**src/rtl/pov_frame_sequencer.sv**
```systemverilog
// pov_frame_sequencer: loads a frame from an SPI EEPROM, then on each stepper
// pixel tick shifts one column of CHAN bytes into a 74HC595 chain and latches it.
//   clk, nreset          : clock, asynchronous active-low reset
//   run_nstop            : high runs, low aborts to idle
//   pixel_tick, dir      : stepper column strobe and direction (1 = forward)
//   eeprom_cs/sclk/mosi  : EEPROM SPI master outputs (mode 0, MSB first)
//   eeprom_miso          : EEPROM serial data in
//   hc595_clk/lat/dat    : 595 shift clock, storage latch, data (dir when not shifting)
//   loaded, overrun, col : frame valid, sticky dropped-tick flag, current column
module pov_frame_sequencer #(
    parameter int          FRAME_LEN       = 100,
    parameter int          CHAN            = 1,
    parameter int          ADDR_BYTES      = 3,
    parameter int unsigned START_ADDR      = 0,
    parameter int          CLK_DIV         = 1,
    parameter int          RELOAD_EACH_RUN = 1
) (
    input  logic       clk,
    input  logic       nreset,
    input  logic       run_nstop,
    input  logic       pixel_tick,
    input  logic       dir,
    input  logic       eeprom_miso,
    output logic       eeprom_cs,
    output logic       eeprom_sclk,
    output logic       eeprom_mosi,
    output logic       hc595_clk,
    output logic       hc595_lat,
    output logic       hc595_dat,
    output logic       loaded,
    output logic       overrun,
    output logic [7:0] col
);
    localparam logic [2:0] S_IDLE  = 3'd0;
    localparam logic [2:0] S_CMD   = 3'd1;
    localparam logic [2:0] S_LOAD  = 3'd2;
    localparam logic [2:0] S_RUN   = 3'd3;
    localparam logic [2:0] S_SHIFT = 3'd4;
    localparam logic [2:0] S_LATCH = 3'd5;
    localparam int         AW        = (FRAME_LEN > 1) ? $clog2(FRAME_LEN) : 1;
    localparam logic [7:0] LAST_COL  = 8'(FRAME_LEN / CHAN - 1);
    localparam logic [7:0] LAST_BYTE = 8'(FRAME_LEN - 1);
    localparam logic [7:0] LAST_CMD  = 8'(ADDR_BYTES);
    localparam logic [7:0] LAST_CHAN = 8'(CHAN - 1);
    localparam logic [3:0] DIV_LAST  = 4'(CLK_DIV - 1);
    // Address left-justified so the MSB-most transmitted byte is always [23:16].
    localparam logic [23:0] ADDR_INIT = 24'(START_ADDR << (8 * (3 - ADDR_BYTES)));

    logic [2:0]  state_q, state_d;
    logic [3:0]  div_q, div_d;
    logic        sclk_q, sclk_d;
    logic [2:0]  bit_q, bit_d;
    logic [7:0]  byte_q, byte_d;
    logic [7:0]  tx_q, tx_d;
    logic [7:0]  rx_q, rx_d;
    logic [23:0] addr_q, addr_d;
    logic        loaded_q, loaded_d;
    logic        overrun_q, overrun_d;
    logic [7:0]  col_q, col_d;
    logic [7:0]  buf_q [FRAME_LEN];
    logic        buf_we, busy, half_end, byte_end;
    logic [31:0] k_next;
    logic [AW-1:0] rd_idx;
    logic [7:0]  rd_byte;

    // One bit engine serves both SPI ports; they are never active together.
    always_comb begin
        state_d   = state_q;
        div_d     = div_q;
        sclk_d    = sclk_q;
        bit_d     = bit_q;
        byte_d    = byte_q;
        tx_d      = tx_q;
        rx_d      = rx_q;
        addr_d    = addr_q;
        loaded_d  = loaded_q;
        overrun_d = overrun_q;
        col_d     = col_q;
        buf_we    = 1'b0;
        busy      = state_q == S_CMD || state_q == S_LOAD || state_q == S_SHIFT;
        half_end  = div_q == DIV_LAST;
        byte_end  = busy && half_end && sclk_q && bit_q == 3'd7;
        // Column bytes go out highest channel first; k_next is the next byte's position.
        k_next    = (state_q == S_SHIFT) ? 32'(byte_q) + 32'd1 : 32'd0;
        rd_idx    = AW'(32'(col_q) * 32'(CHAN) + 32'(CHAN - 1) - k_next);
        rd_byte   = buf_q[rd_idx];
        if (busy) begin
            div_d = half_end ? 4'd0 : div_q + 4'd1;
            if (half_end) begin
                sclk_d = ~sclk_q;
                if (!sclk_q) begin
                    rx_d = {rx_q[6:0], eeprom_miso};
                end else begin
                    bit_d = bit_q + 3'd1;
                    tx_d  = {tx_q[6:0], 1'b0};
                end
            end
        end
        case (state_q)
            S_IDLE: begin
                col_d     = 8'd0;
                overrun_d = 1'b0;
                if (run_nstop) begin
                    if (RELOAD_EACH_RUN == 0 && loaded_q) begin
                        state_d = S_RUN;
                    end else begin
                        state_d  = S_CMD;
                        loaded_d = 1'b0;
                        tx_d     = 8'h03;
                        addr_d   = ADDR_INIT;
                        byte_d   = 8'd0;
                        bit_d    = 3'd0;
                        div_d    = 4'd0;
                        sclk_d   = 1'b0;
                    end
                end
            end
            S_CMD: begin
                if (byte_end) begin
                    if (byte_q == LAST_CMD) begin
                        state_d = S_LOAD;
                        byte_d  = 8'd0;
                        tx_d    = 8'h00;
                    end else begin
                        byte_d = byte_q + 8'd1;
                        tx_d   = addr_q[23:16];
                        addr_d = {addr_q[15:0], 8'h00};
                    end
                end
            end
            S_LOAD: begin
                if (byte_end) begin
                    buf_we = 1'b1;
                    if (byte_q == LAST_BYTE) begin
                        state_d  = S_RUN;
                        loaded_d = 1'b1;
                    end else begin
                        byte_d = byte_q + 8'd1;
                    end
                end
            end
            S_RUN: begin
                if (pixel_tick) begin
                    state_d = S_SHIFT;
                    tx_d    = rd_byte;
                    byte_d  = 8'd0;
                    bit_d   = 3'd0;
                    div_d   = 4'd0;
                    sclk_d  = 1'b0;
                end
            end
            S_SHIFT: begin
                overrun_d = overrun_q | pixel_tick;
                if (byte_end) begin
                    if (byte_q == LAST_CHAN) begin
                        state_d = S_LATCH;
                    end else begin
                        byte_d = byte_q + 8'd1;
                        tx_d   = rd_byte;
                    end
                end
            end
            S_LATCH: begin
                overrun_d = overrun_q | pixel_tick;
                state_d   = S_RUN;
                col_d     = dir ? ((col_q == LAST_COL) ? 8'd0 : col_q + 8'd1)
                                : ((col_q == 8'd0) ? LAST_COL : col_q - 8'd1);
            end
            default: state_d = S_IDLE;
        endcase
        if (!run_nstop) begin
            state_d = S_IDLE;
            sclk_d  = 1'b0;
            div_d   = 4'd0;
            bit_d   = 3'd0;
        end
    end

    always_ff @(posedge clk or negedge nreset) begin
        if (!nreset) begin
            state_q   <= S_IDLE;
            div_q     <= 4'd0;
            sclk_q    <= 1'b0;
            bit_q     <= 3'd0;
            byte_q    <= 8'd0;
            tx_q      <= 8'd0;
            rx_q      <= 8'd0;
            addr_q    <= 24'd0;
            loaded_q  <= 1'b0;
            overrun_q <= 1'b0;
            col_q     <= 8'd0;
        end else begin
            state_q   <= state_d;
            div_q     <= div_d;
            sclk_q    <= sclk_d;
            bit_q     <= bit_d;
            byte_q    <= byte_d;
            tx_q      <= tx_d;
            rx_q      <= rx_d;
            addr_q    <= addr_d;
            loaded_q  <= loaded_d;
            overrun_q <= overrun_d;
            col_q     <= col_d;
        end
    end

    // The full byte is already in rx_q at the falling edge that closes its last bit.
    always_ff @(posedge clk) begin
        if (buf_we) buf_q[byte_q[AW-1:0]] <= rx_q;
    end

    assign eeprom_cs   = !(state_q == S_CMD || state_q == S_LOAD);
    assign eeprom_sclk = sclk_q & !eeprom_cs;
    assign eeprom_mosi = tx_q[7] & !eeprom_cs;
    assign hc595_clk   = sclk_q & (state_q == S_SHIFT);
    assign hc595_dat   = (state_q == S_SHIFT) ? tx_q[7] : dir;
    assign hc595_lat   = state_q == S_LATCH;
    assign loaded      = loaded_q;
    assign overrun     = overrun_q;
    assign col         = col_q;
endmodule

```
**config.mk**
```make
export PLATFORM = sky130hd
export DESIGN_NAME = pov_frame_sequencer
export DESIGN_NICKNAME = d
export VERILOG_FILES = /design/src/rtl/pov_frame_sequencer.sv
export SDC_FILE = /design/constraint.sdc
export NUM_CORES = 1
export LEC_CHECK = 0
export CAP_MARGIN = 10
export CORE_ASPECT_RATIO = 0.75
export CORE_MARGIN = 3
export CORE_UTILIZATION = 45
export CTS_CLUSTER_DIAMETER = 80
export CTS_CLUSTER_SIZE = 30
export DETAILED_ROUTE_END_ITERATION = 8
export PLACE_DENSITY = 0.71
export SYNTH_ARGS = -nofsm -noshare
export SYNTH_HDL_FRONTEND = slang
export SYNTH_SLANG_ARGS = --single-unit
```
**constraint.sdc**
```tcl
create_clock -name clk -period 3.7 [get_ports clk]
set_input_delay 0.37 -clock clk [delete_from_list [all_inputs] [get_ports clk]]
set_output_delay 0.37 -clock clk [all_outputs]
set_load 0.05 [all_outputs]
```
==> impl_metrics.json, run 1 <==
{
  "worst_hold_endpoint": "rx_q[0]",
  "timing.reg2reg.setup_slack_ns": 0.03,
  "wire_per_inst_um": 26.6,
  "hold_depth": 2,
  "htreeDepth": 2,
  "hold_path.class": "input pin to flop",
  "die_h_um": 244,
  "utilization": 0.523,
  "power_per_cell_area_nw_per_um2": 457,
  "report.final.setup_viol": 0,
  "maxSlewHeadroom": 0.186,
  "worst_setup_hold_path_clk_slew_ns": 0.11,
  "synthesis.yosys.warnings": 0,
  "area_growth_syn_to_layout_pct": 13.9,
  "worstSetupStartpointType": "flop",
  "track_usage": 0.202,
  "cts-root-to-sink-buffers": 3,
  "grt.overflow.total": 0,
  "run_status": "finished, final reports clean",
  "drv.max_cap_violation_count": 0,
  "synth.area.top_cells": "sky130_fd_sc_hd__edfxtp_1 (70%), sky130_fd_sc_hd__mux4_2 (15%), sky130_fd_sc_hd__dfrtp_1 (3.3%), sky130_fd_sc_hd__nor2_1 (1.8%), sky130_fd_sc_hd__nand2_1 (1.7%)",
  "worst_skew_pair.late_latency_ns": 0.59,
  "die_outline_area_um2": 79200,
  "yosysTopAreaCellShare": 0.704,
  "synth_largest_area_cell": "sky130_fd_sc_hd__edfxtp_1",
  "fp.coreArea_um2": 74200,
  "synth.cells.most_frequent": "sky130_fd_sc_hd__edfxtp_1 (800), sky130_fd_sc_hd__mux4_2 (221), sky130_fd_sc_hd__nor2_1 (161), sky130_fd_sc_hd__nand2_1 (156), sky130_fd_sc_hd__dfrtp_1 (45)",
  "asyncSetResetFlopFracSynth": 0.0533,
  "initial_utilization": 0.459,
  "finalWirelength_um": 79600,
  "synth_fp_nets": 1822,
  "maximum_number_of_pins_on_one_net_before_global_route_repair": 103,
  "crit_fanout": 6,
  "design_area_final_um2": 38900,
  "arrival_ns": 4.16,
  "ys.flop_type": "sky130_fd_sc_hd__edfxtp_1",
  "grt_first_pass_wirelength_um": 118000,
  "syn_area_um2": 34100,
  "final_worst_path_period_need_ns": 3.67,
  "grt_pass1_vias": 18000,
  "power.ir.vdd_worst_mv": 0.815,
  "number_of_antenna_violations_at_the_first_check_in_global_routing": 0,
  "clock-sinks": 845,
  "hold_viol_final": 0,
  "rsz_0062_raised_after_global_routing": "yes",
  "proportion_of_layout_cells_with_a_drive_suffix_above_1": 0.293,
  "drt.antenna.violating_nets": 0,
  "reg2reg_from": "byte_q[0]",
  "reg2reg_depth": 13,
  "critPathCaptureType": "flop",
  "worst_hold_startpoint": "eeprom_miso",
  "worstSetupPathType": "flop to flop",
  "syn-instance-count": 1799,
  "max_clock_freq_mhz": 272,
  "power_mw": 17.7,
  "horizontal_die_dimension_um": 324,
  "route.vias.total": 17900,
  "root_buffer": "sky130_fd_sc_hd__clkbuf_16",
  "postSynthRegisterBits": 845,
  "drtIter0Drc": 2165,
  "yosysMostFrequentCell": "sky130_fd_sc_hd__edfxtp_1",
  "ys_types": 61,
  "vias_per_cell": 5.99,
  "timing_worst_slew_pin_value_ns": 1.22,
  "nNetsFinal": 2023,
  "route.detailed.drc": 0,
  "post-dp-hpwl_um": 49700,
  "leakagePower_nw": 12.9,
  "post_synth.cell_area_avg_um2": 19.0,
  "crit_required_ns": 4.19,
  "cts-buffers-inserted": 34,
  "io_pins": 22,
  "io_buffer_count": 21,
  "finalCritPeriodShare": 0.993,
  "number_of_pins_exceeding_their_max_slew_limit_in_the_final_report": 0,
  "cts_tree": "done",
  "ys_seq_area_frac": 0.737,
  "globalplace.congestion": 0.855,
  "regToRegEndpoint": "tx_q[1]",
  "nFillCells": 5726,
  "placed_cell_area_um2": 37000,
  "antenna_cells": 0,
  "timing.clock.skew_ns": 0.0181,
  "rows": 86,
  "synth_edf_count": 800,
  "number_of_detailed_routing_iterations_run_before_antenna_repair": 5
}
==> layer usage <==
metal | up-vias | part of all wire | global-route usage
met2 | 926 | 0.45 | 0.302
met1 | 9314 | 0.42 | 0.297
met5 | - | 0 | 0
met4 | 0 | 0.020 | 0.0472
met3 | 97 | 0.11 | 0.0561
li1 | 7585 | - | -
==> cell type report <==
class	instances	area (µm²)	share of cell area
Clock inverter	5	67.6	0.00174
Tap cell	968	1210	0.0312
Clock buffer	56	955	0.0246
Sequential cell	845	25200	0.648
Inverter	19	71.3	0.00184
Multi-Input combinational cell	841	8850	0.228
Timing Repair Buffer	259	2520	0.0650
==> worst max-delay path: stages (launching register included) <==
cell                      delay (ns)
sky130_fd_sc_hd__dfrtp_1        0.41
sky130_fd_sc_hd__inv_2          0.08
sky130_fd_sc_hd__ha_4           0.20
sky130_fd_sc_hd__nand2_2        0.08
sky130_fd_sc_hd__inv_2          0.04
sky130_fd_sc_hd__fa_4           0.81
sky130_fd_sc_hd__buf_8          0.16
sky130_fd_sc_hd__buf_16         0.17
sky130_fd_sc_hd__buf_6          0.12
sky130_fd_sc_hd__mux4_2         0.34
sky130_fd_sc_hd__mux4_2         0.55
sky130_fd_sc_hd__mux2i_2        0.25
sky130_fd_sc_hd__o22ai_2        0.11
sky130_fd_sc_hd__a211o_1        0.24
==> registers in the layout (all words and copies together), names as in the netlist <==
name	flops
buf_q	800
state_q	3
col	8
tx_q	8
bit_q	3
byte_q	8
sclk_q	1
overrun	1
loaded	1
div_q	4
rx_q	8
==> worst max path at each step <==
stage	to	start	slack [ns]
after floorplan	tx_q[4]	col[0]	0.08
after global placement	tx_q[4]	byte_q[0]	-0.13
after detailed placement	tx_q[1]	byte_q[0]	-0.14
after CTS	tx_q[0]	byte_q[1]	0.007
after global routing	tx_q[1]	state_q[0]	-0.05
final	tx_q[1]	byte_q[0]	0.03
==> what timing repair did <==
item / 4_1_cts / 5_1_grt
cloned: 8 / 1
hold buffers: 1 / 0
setup buffers: 16 / 2
pin swaps: 12 / 28
setup endpoints to repair: 8 / 8
endpoints found under the hold margin: 2 / 0
gates resized for setup: 50 / 55
==> report_power, final <==
group	leakage [nW]	internal, mW	switching (mW)	total (mW)
sequential	7.79	11.6	1.03	12.6
clock	0.488	1.90	2.79	4.68
combinational	4.67	0.106	0.304	0.410
total	12.9	13.6	4.12	17.7
==> stage by stage <==
stage	cells	hold WS, ns	TNS [ns]	worst slack [ns]
finish	2993	0.387	0	0.0272
global route	2993	0.371	-0.155	-0.0486
CTS	2992	0.357	0	0.00653
detailed placement	2909	0.537	-0.563	-0.137
global placement	2909	0.510	-0.498	-0.134
floorplan	1799	0.0744	0	0.0836
==> cell families (layout without fill, tap and decap cells) <==
group | count (synthesis) | in the layout | synth area share
flops | 845 | 845 | 0.737
buf+inv | 113 | 339 | 0.0156
mux | 256 | 256 | 0.157
compound gates | 123 | 123 | 0.0243
simple gates | 421 | 421 | 0.0529
fa+ha+maj | 17 | 17 | 0.00646
xor+xnor | 24 | 24 | 0.00701
==> placed cells by master, fill, tap and decap left out, types with 16 or more instances in the layout <==
| master | instances |
|---|---|
| sky130_fd_sc_hd__buf_4 | 193 |
| sky130_fd_sc_hd__nor2_1 | 159 |
| sky130_fd_sc_hd__o21ai_0 | 31 |
| sky130_fd_sc_hd__dfrtp_1 | 36 |
| sky130_fd_sc_hd__nand3_1 | 28 |
| sky130_fd_sc_hd__mux2i_1 | 20 |
| sky130_fd_sc_hd__mux4_2 | 221 |
| sky130_fd_sc_hd__buf_12 | 20 |
| sky130_fd_sc_hd__clkbuf_1 | 21 |
| sky130_fd_sc_hd__nand2_1 | 144 |
| sky130_fd_sc_hd__clkdlybuf4s50_1 | 20 |
| sky130_fd_sc_hd__inv_1 | 16 |
| sky130_fd_sc_hd__edfxtp_1 | 800 |
| sky130_fd_sc_hd__clkbuf_16 | 36 |
No activity file was read; power rests on OpenSTA's default activity.
==> inputs of run 2 (changes only) <==
--- a/config.mk
+++ b/config.mk
@@ -9,9 +9,10 @@
 export CORE_ASPECT_RATIO = 0.75
 export CORE_MARGIN = 3
-export CORE_UTILIZATION = 45
+export CORE_UTILIZATION = 35
+export CTS_BUF_LIST = sky130_fd_sc_hd__clkbuf_4 sky130_fd_sc_hd__clkbuf_8
 export CTS_CLUSTER_DIAMETER = 80
 export CTS_CLUSTER_SIZE = 30
 export DETAILED_ROUTE_END_ITERATION = 8
-export PLACE_DENSITY = 0.71
+export PLACE_DENSITY = 0.6
 export SYNTH_ARGS = -nofsm -noshare
 export SYNTH_HDL_FRONTEND = slang
==> constraint.sdc (replaced) <==
create_clock -name clk -period 3.7 [get_ports clk]
set_input_delay 0.74 -clock clk [delete_from_list [all_inputs] [get_ports clk]]
set_output_delay 0.74 -clock clk [all_outputs]
set_load 0.05 [all_outputs]
==> run 2 against run 1 <==
Non-clock buffer count is 64 lower. Critical path type unchanged. Global-route usage is 4.2 points lower. Worst hold slack better by 0.060 ns. Power is 4.1% lower. Setup slack better by 0.031 ns. Combinational power is 29% lower. Sequential share of layout area is 1.1 points higher. Highest routed layer unchanged.
==> impl_metrics.json, run 2 (synthesized netlist as in run 1, its figures left out) <==
{
  "run_status": "finished, final reports clean",
  "hold_viol_final": 0,
  "maxSlewHeadroom": 0.137,
  "number_of_detailed_routing_iterations_run_before_antenna_repair": 5,
  "globalplace.congestion": 0.864,
  "area_growth_syn_to_layout_pct": 11.9,
  "antenna_cells": 0,
  "dpl_worst_slack_ns": -0.237,
  "timing.setup.tns_ns": 0,
  "io_buffer_count": 21,
  "grt_first_pass_wirelength_um": 122000,
  "maximum_number_of_pins_on_one_net_before_global_route_repair": 103,
  "layout_commonest_cell": "sky130_fd_sc_hd__edfxtp_1",
  "leakagePower_nw": 12.4,
  "post_layout_nonfiller_instances": 3256,
  "io_pins": 22,
  "crit_required_ns": 4.27,
  "drtIter0Drc": 2255,
  "power.ir.vdd_worst_mv": 0.494,
  "top_library_cells_by_usage_in_the_layout_fill_and_taps_aside": "sky130_fd_sc_hd__edfxtp_1 (800), sky130_fd_sc_hd__mux4_2 (221), sky130_fd_sc_hd__nor2_1 (159), sky130_fd_sc_hd__nand2_1 (153), sky130_fd_sc_hd__buf_4 (141)",
  "die_outline_area_um2": 101000,
  "worst_path_max_delay_cell": "sky130_fd_sc_hd__fa_4",
  "utilization": 0.398,
  "design_area_final_um2": 38200,
  "wire_per_inst_um": 25.2,
  "finalWirelength_um": 82000,
  "worst_setup_hold_path_clk_slew_ns": 0.18,
  "crit_fanout": 9,
  "fp.coreArea_um2": 96000,
  "route.detailed.drc": 0,
  "cts-buffers-inserted": 35,
  "whs_ns": 0.447,
  "htreeDepth": 2,
  "crit_path_cell_trace": "nor2_4 -> nand2_2 -> nor2_4 -> ha_4 -> fa_4 -> buf_12 -> buf_12 -> buf_4 -> mux4_2 -> mux4_2 -> a21oi_2 -> buf_4 -> a211o_1 -> o211ai_1",
  "worstSetupPathType": "flop to flop",
  "timing_worst_slew_pin_value_ns": 1.30,
  "critPathCaptureType": "flop",
  "drt.antenna.violating_nets": 0,
  "post-dp-hpwl_um": 50900,
  "arrival_ns": 4.22,
  "power_mw": 17.0,
  "hold_path.class": "input pin to asynchronous set/reset pin",
  "placed_cell_area_um2": 37000,
  "root_buffer": "sky130_fd_sc_hd__clkbuf_8",
  "report.final.setup_viol": 0,
  "worstSetupStartpointType": "flop",
  "critical-path-max-stage-delay_ns": 0.65,
  "clock-sinks": 845,
  "grt_pass1_vias": 17700,
  "drv.max_cap_violation_count": 0,
  "vias_per_cell": 5.39,
  "number_of_pins_exceeding_their_max_slew_limit_in_the_final_report": 0,
  "number_of_antenna_violations_at_the_first_check_in_global_routing": 0,
  "max_clock_freq_mhz": 275,
  "worst_skew_pair.late_latency_ns": 0.71,
  "cts-root-to-sink-buffers": 3,
  "largest_register_ffs": 800,
  "finalCritPeriodShare": 0.984,
  "rows": 98,
  "placed_cells": 3181,
  "proportion_of_layout_cells_with_a_drive_suffix_above_1": 0.264,
  "nFillCells": 8509,
  "power_per_cell_area_nw_per_um2": 446,
  "initial_utilization": 0.355,
  "horizontal_die_dimension_um": 366,
  "die_h_um": 276,
  "nNetsFinal": 1960,
  "timing.clock.skew_ns": 0.0465,
  "route.vias.total": 17600,
  "grt.overflow.total": 0,
  "cts_tree": "done",
  "worst_slack_ns": 0.0579,
  "track_usage": 0.160,
  "final_worst_path_period_need_ns": 3.64,
  "rsz_0062_raised_after_global_routing": "yes"
}
==> run 2: cell types whose count changed in the layout (fill, tap and decap cells not counted), moves of 8 or more <==
cell                        change
sky130_fd_sc_hd__clkbuf_8      +38
sky130_fd_sc_hd__clkbuf_1      -21
sky130_fd_sc_hd__clkbuf_16     -35
sky130_fd_sc_hd__buf_4         -52
sky130_fd_sc_hd__clkbuf_4      +15
sky130_fd_sc_hd__buf_16         -8
sky130_fd_sc_hd__nand2_1        +9
==> run 2: critical path: cells and delay by family (launching register included) <==
family / cells / cell delay, ns
AOI/OAI and AO/OA: 3 / 0.43
buffers and inverters: 4 / 0.65
DFF: 1 / 0.44
adders and majority gates: 2 / 0.79
and+or+nand+nor: 3 / 0.38
muxes: 2 / 0.85
==> run 2: final timing paths <==
kind                            startpoint  endpoint  slack, ns  depth (start not counted)
max in group asynchronous           nreset    col[5]       2.71                          3
worst min-delay path                nreset   rx_q[7]       0.45                          2
worst max-delay path            state_q[0]   tx_q[5]       0.06                         14
worst max register to register  state_q[0]   tx_q[5]       0.06                         14
min in group clk                   overrun   overrun       0.56                          2
worst min register to register     overrun   overrun       0.56                          2
==> run 2: report_power, final <==
part | switching (mW) | total, mW | internal (mW)
registers | 1.18 | 12.8 | 11.6
logic | 0.181 | 0.293 | 0.111
clock network | 2.76 | 3.91 | 1.15
==> run 2: metal layers <==
layer	up-vias	GRT usage	part of all wire
met3	83	0.0418	0.095
li1	7432	-	-
met2	744	0.235	0.44
met1	9294	0.243	0.45
met5	-	0	0
met4	0	0.0290	0.016
==> run 2: area by class of cell <==
class,count,area [µm²],share of cell area
Sequential cell,845,25200,0.659
Multi-Input combinational cell,841,8720,0.228
Timing Repair Buffer,195,1890,0.0496
Tap cell,1300,1630,0.0426
Clock buffer,53,636,0.0166
Inverter,19,71.3,0.00187
Clock inverter,3,56.3,0.00147
==> run 2: what timing repair did <==
action                     in CTS  in global routing
hold endpoints to repair        0                 12
hold buffers                    0                  1
cloned                          2                  1
resized for setup              33                 25
setup buffers                  14                  7
pin swaps                       2                 19
setup endpoints to repair       7                  8
==> inputs of run 3 (changes only) <==
Settings changed: CORE_MARGIN 3 to default.
==> run 3 against run 2 <==
Register-to-register slack is essentially flat. Sequential share of layout area shrank 0.43 points. Combinational power is 11% higher. Die area shrank 2.5%. Final area up 0.65%. Power is 0.12% lower. First-iteration DRC count up 2.4%. Global-route usage grew 0.11 points. Critical path type unchanged.
==> impl_metrics.json, run 3 (synthesized netlist as in run 1, its figures left out) <==
{
  "run_status": "finished, final reports clean",
  "timing.clock.skew_ns": 0.0574,
  "report.final.setup_viol": 0,
  "fp.coreArea_um2": 95900,
  "final_worst_path_period_need_ns": 3.64,
  "crit_fanout": 5,
  "power_mw": 17.0,
  "maximum_number_of_pins_on_one_net_before_global_route_repair": 103,
  "critPathCaptureType": "flop",
  "grt.overflow.total": 0,
  "route.vias.total": 17400,
  "utilization": 0.401,
  "placed_cell_area_um2": 36900,
  "crit_path_cell_trace": "nor2_2 -> nand2_1 -> nor2_2 -> ha_4 -> fa_4 -> buf_12 -> buf_12 -> clkbuf_16 -> mux4_2 -> mux4_2 -> mux2i_2 -> nor3_2 -> or3_1",
  "htreeDepth": 2,
  "timing_worst_slew_pin_value_ns": 1.29,
  "post_layout_nonfiller_instances": 3272,
  "number_of_antenna_violations_at_the_first_check_in_global_routing": 1,
  "io_pins": 22,
  "rsz_0062_raised_after_global_routing": "yes",
  "arrival_ns": 4.24,
  "cts_tree": "done",
  "cp-startpoint": "state_q[0]",
  "drtIter0Drc": 2310,
  "design_area_final_um2": 38400,
  "worst_slack_ns": 0.0635,
  "wire_per_inst_um": 24.7,
  "nFillCells": 8559,
  "grt_pass1_vias": 17500,
  "layout.area.seq_um2": 25200,
  "drt.antenna.violating_nets": 0,
  "rows": 98,
  "dpl_worst_slack_ns": -0.213,
  "cts-root-to-sink-buffers": 3,
  "horizontal_die_dimension_um": 362,
  "antenna_cells": 0,
  "root_buffer": "sky130_fd_sc_hd__clkbuf_8",
  "max_clock_freq_mhz": 275,
  "hold_viol_final": 0,
  "wirelength_met1_um": 36500,
  "area_growth_syn_to_layout_pct": 12.7,
  "critical-path-max-stage-delay_ns": 0.65,
  "finalCritPeriodShare": 0.983,
  "power.ir.vdd_worst_mv": 0.356,
  "grt_first_pass_wirelength_um": 118000,
  "worst_path_max_delay_cell": "sky130_fd_sc_hd__fa_4",
  "cts-buffers-inserted": 35,
  "route.met3.wl_um": 6800,
  "worst_skew_pair.late_latency_ns": 0.71,
  "die_h_um": 272,
  "top_sig_layer": "met5",
  "worstSetupPathType": "flop to flop",
  "top_library_cells_by_usage_in_the_layout_fill_and_taps_aside": "sky130_fd_sc_hd__edfxtp_1 (800), sky130_fd_sc_hd__mux4_2 (221), sky130_fd_sc_hd__nor2_1 (159), sky130_fd_sc_hd__nand2_1 (150), sky130_fd_sc_hd__buf_4 (143)",
  "clock-sinks": 845,
  "proportion_of_layout_cells_with_a_drive_suffix_above_1": 0.273,
  "drv.max_cap_violation_count": 0,
  "leakagePower_nw": 12.5,
  "layout_commonest_cell": "sky130_fd_sc_hd__edfxtp_1",
  "initial_utilization": 0.356,
  "number_of_pins_exceeding_their_max_slew_limit_in_the_final_report": 0,
  "vias_per_cell": 5.32,
  "finalWirelength_um": 80700,
  "worstSetupStartpointType": "flop",
  "post-dp-hpwl_um": 50300,
  "timing.setup.tns_ns": 0,
  "multiInputGateArea_um2": 8720,
  "io_buffer_count": 21,
  "number_of_detailed_routing_iterations_run_before_antenna_repair": 5,
  "nNetsFinal": 1974,
  "hold_path.class": "input pin to asynchronous set/reset pin",
  "worst_setup_hold_path_clk_slew_ns": 0.17,
  "reg2reg_from": "state_q[0]",
  "crit_required_ns": 4.31,
  "track_usage": 0.161,
  "detailroute.wirelength.met2_um": 36000,
  "largest_register_ffs": 800,
  "placed_cells": 3178,
  "route.detailed.drc": 0,
  "maxSlewHeadroom": 0.138,
  "power_per_cell_area_nw_per_um2": 442,
  "whs_ns": 0.424,
  "die_outline_area_um2": 98700,
  "globalplace.congestion": 0.863
}
-- run 3: path summary, 6_finish.rpt --
kind                            endpoint  slack [ns]  depth (start not counted)
worst max-delay path             tx_q[2]        0.06                         13
worst min-delay path             rx_q[5]        0.42                          2
worst max register to register   tx_q[2]        0.06                         13
worst min register to register  bit_q[1]        0.57                          2
max in group asynchronous        rx_q[2]        2.75                          3
min in group clk                bit_q[1]        0.57                          2
-- run 3: cell type report --
type	instances	share of cell area
Clock buffer	54	0.0166
Sequential cell	845	0.655
Tap cell	1300	0.0423
Inverter	19	0.00186
Multi-Input combinational cell	841	0.227
Clock inverter	4	0.00176
Timing Repair Buffer	209	0.0556
-- run 3: critical path, delay by kind of cell (launching register included) --
| kind | cells | cell delay (ns) |
|---|---|---|
| multiplexers | 3 | 1.06 |
| adder cells (fa/ha/maj) | 2 | 0.80 |
| AND/OR/NAND/NOR | 5 | 0.78 |
| buffers and inverters | 3 | 0.48 |
| flip-flops | 1 | 0.43 |
-- run 3: power breakdown --
group | switching (mW) | total (mW) | internal [mW]
clock network | 2.77 | 3.92 | 1.15
logic | 0.222 | 0.324 | 0.102
registers | 1.12 | 12.7 | 11.6
total | 4.11 | 17.0 | 12.9
-- run 3: repair_timing --
item / 4_1_cts / 5_1_grt
cloned: 3 / 5
hold buffers: 0 / 1
resized for setup: 23 / 48
setup endpoints to repair: 8 / 8
buffers inserted: 15 / 12
pin swaps: 5 / 25
endpoints found under the hold margin: 0 / 9
-- run 3: metal layers --
| layer | up-vias | global-route usage |
|---|---|---|
| li1 | 7443 | - |
| met5 | - | 0.00956 |
| met1 | 9260 | 0.245 |
| met3 | 82 | 0.0341 |
| met4 | 2 | 0.0302 |
| met2 | 636 | 0.239 |
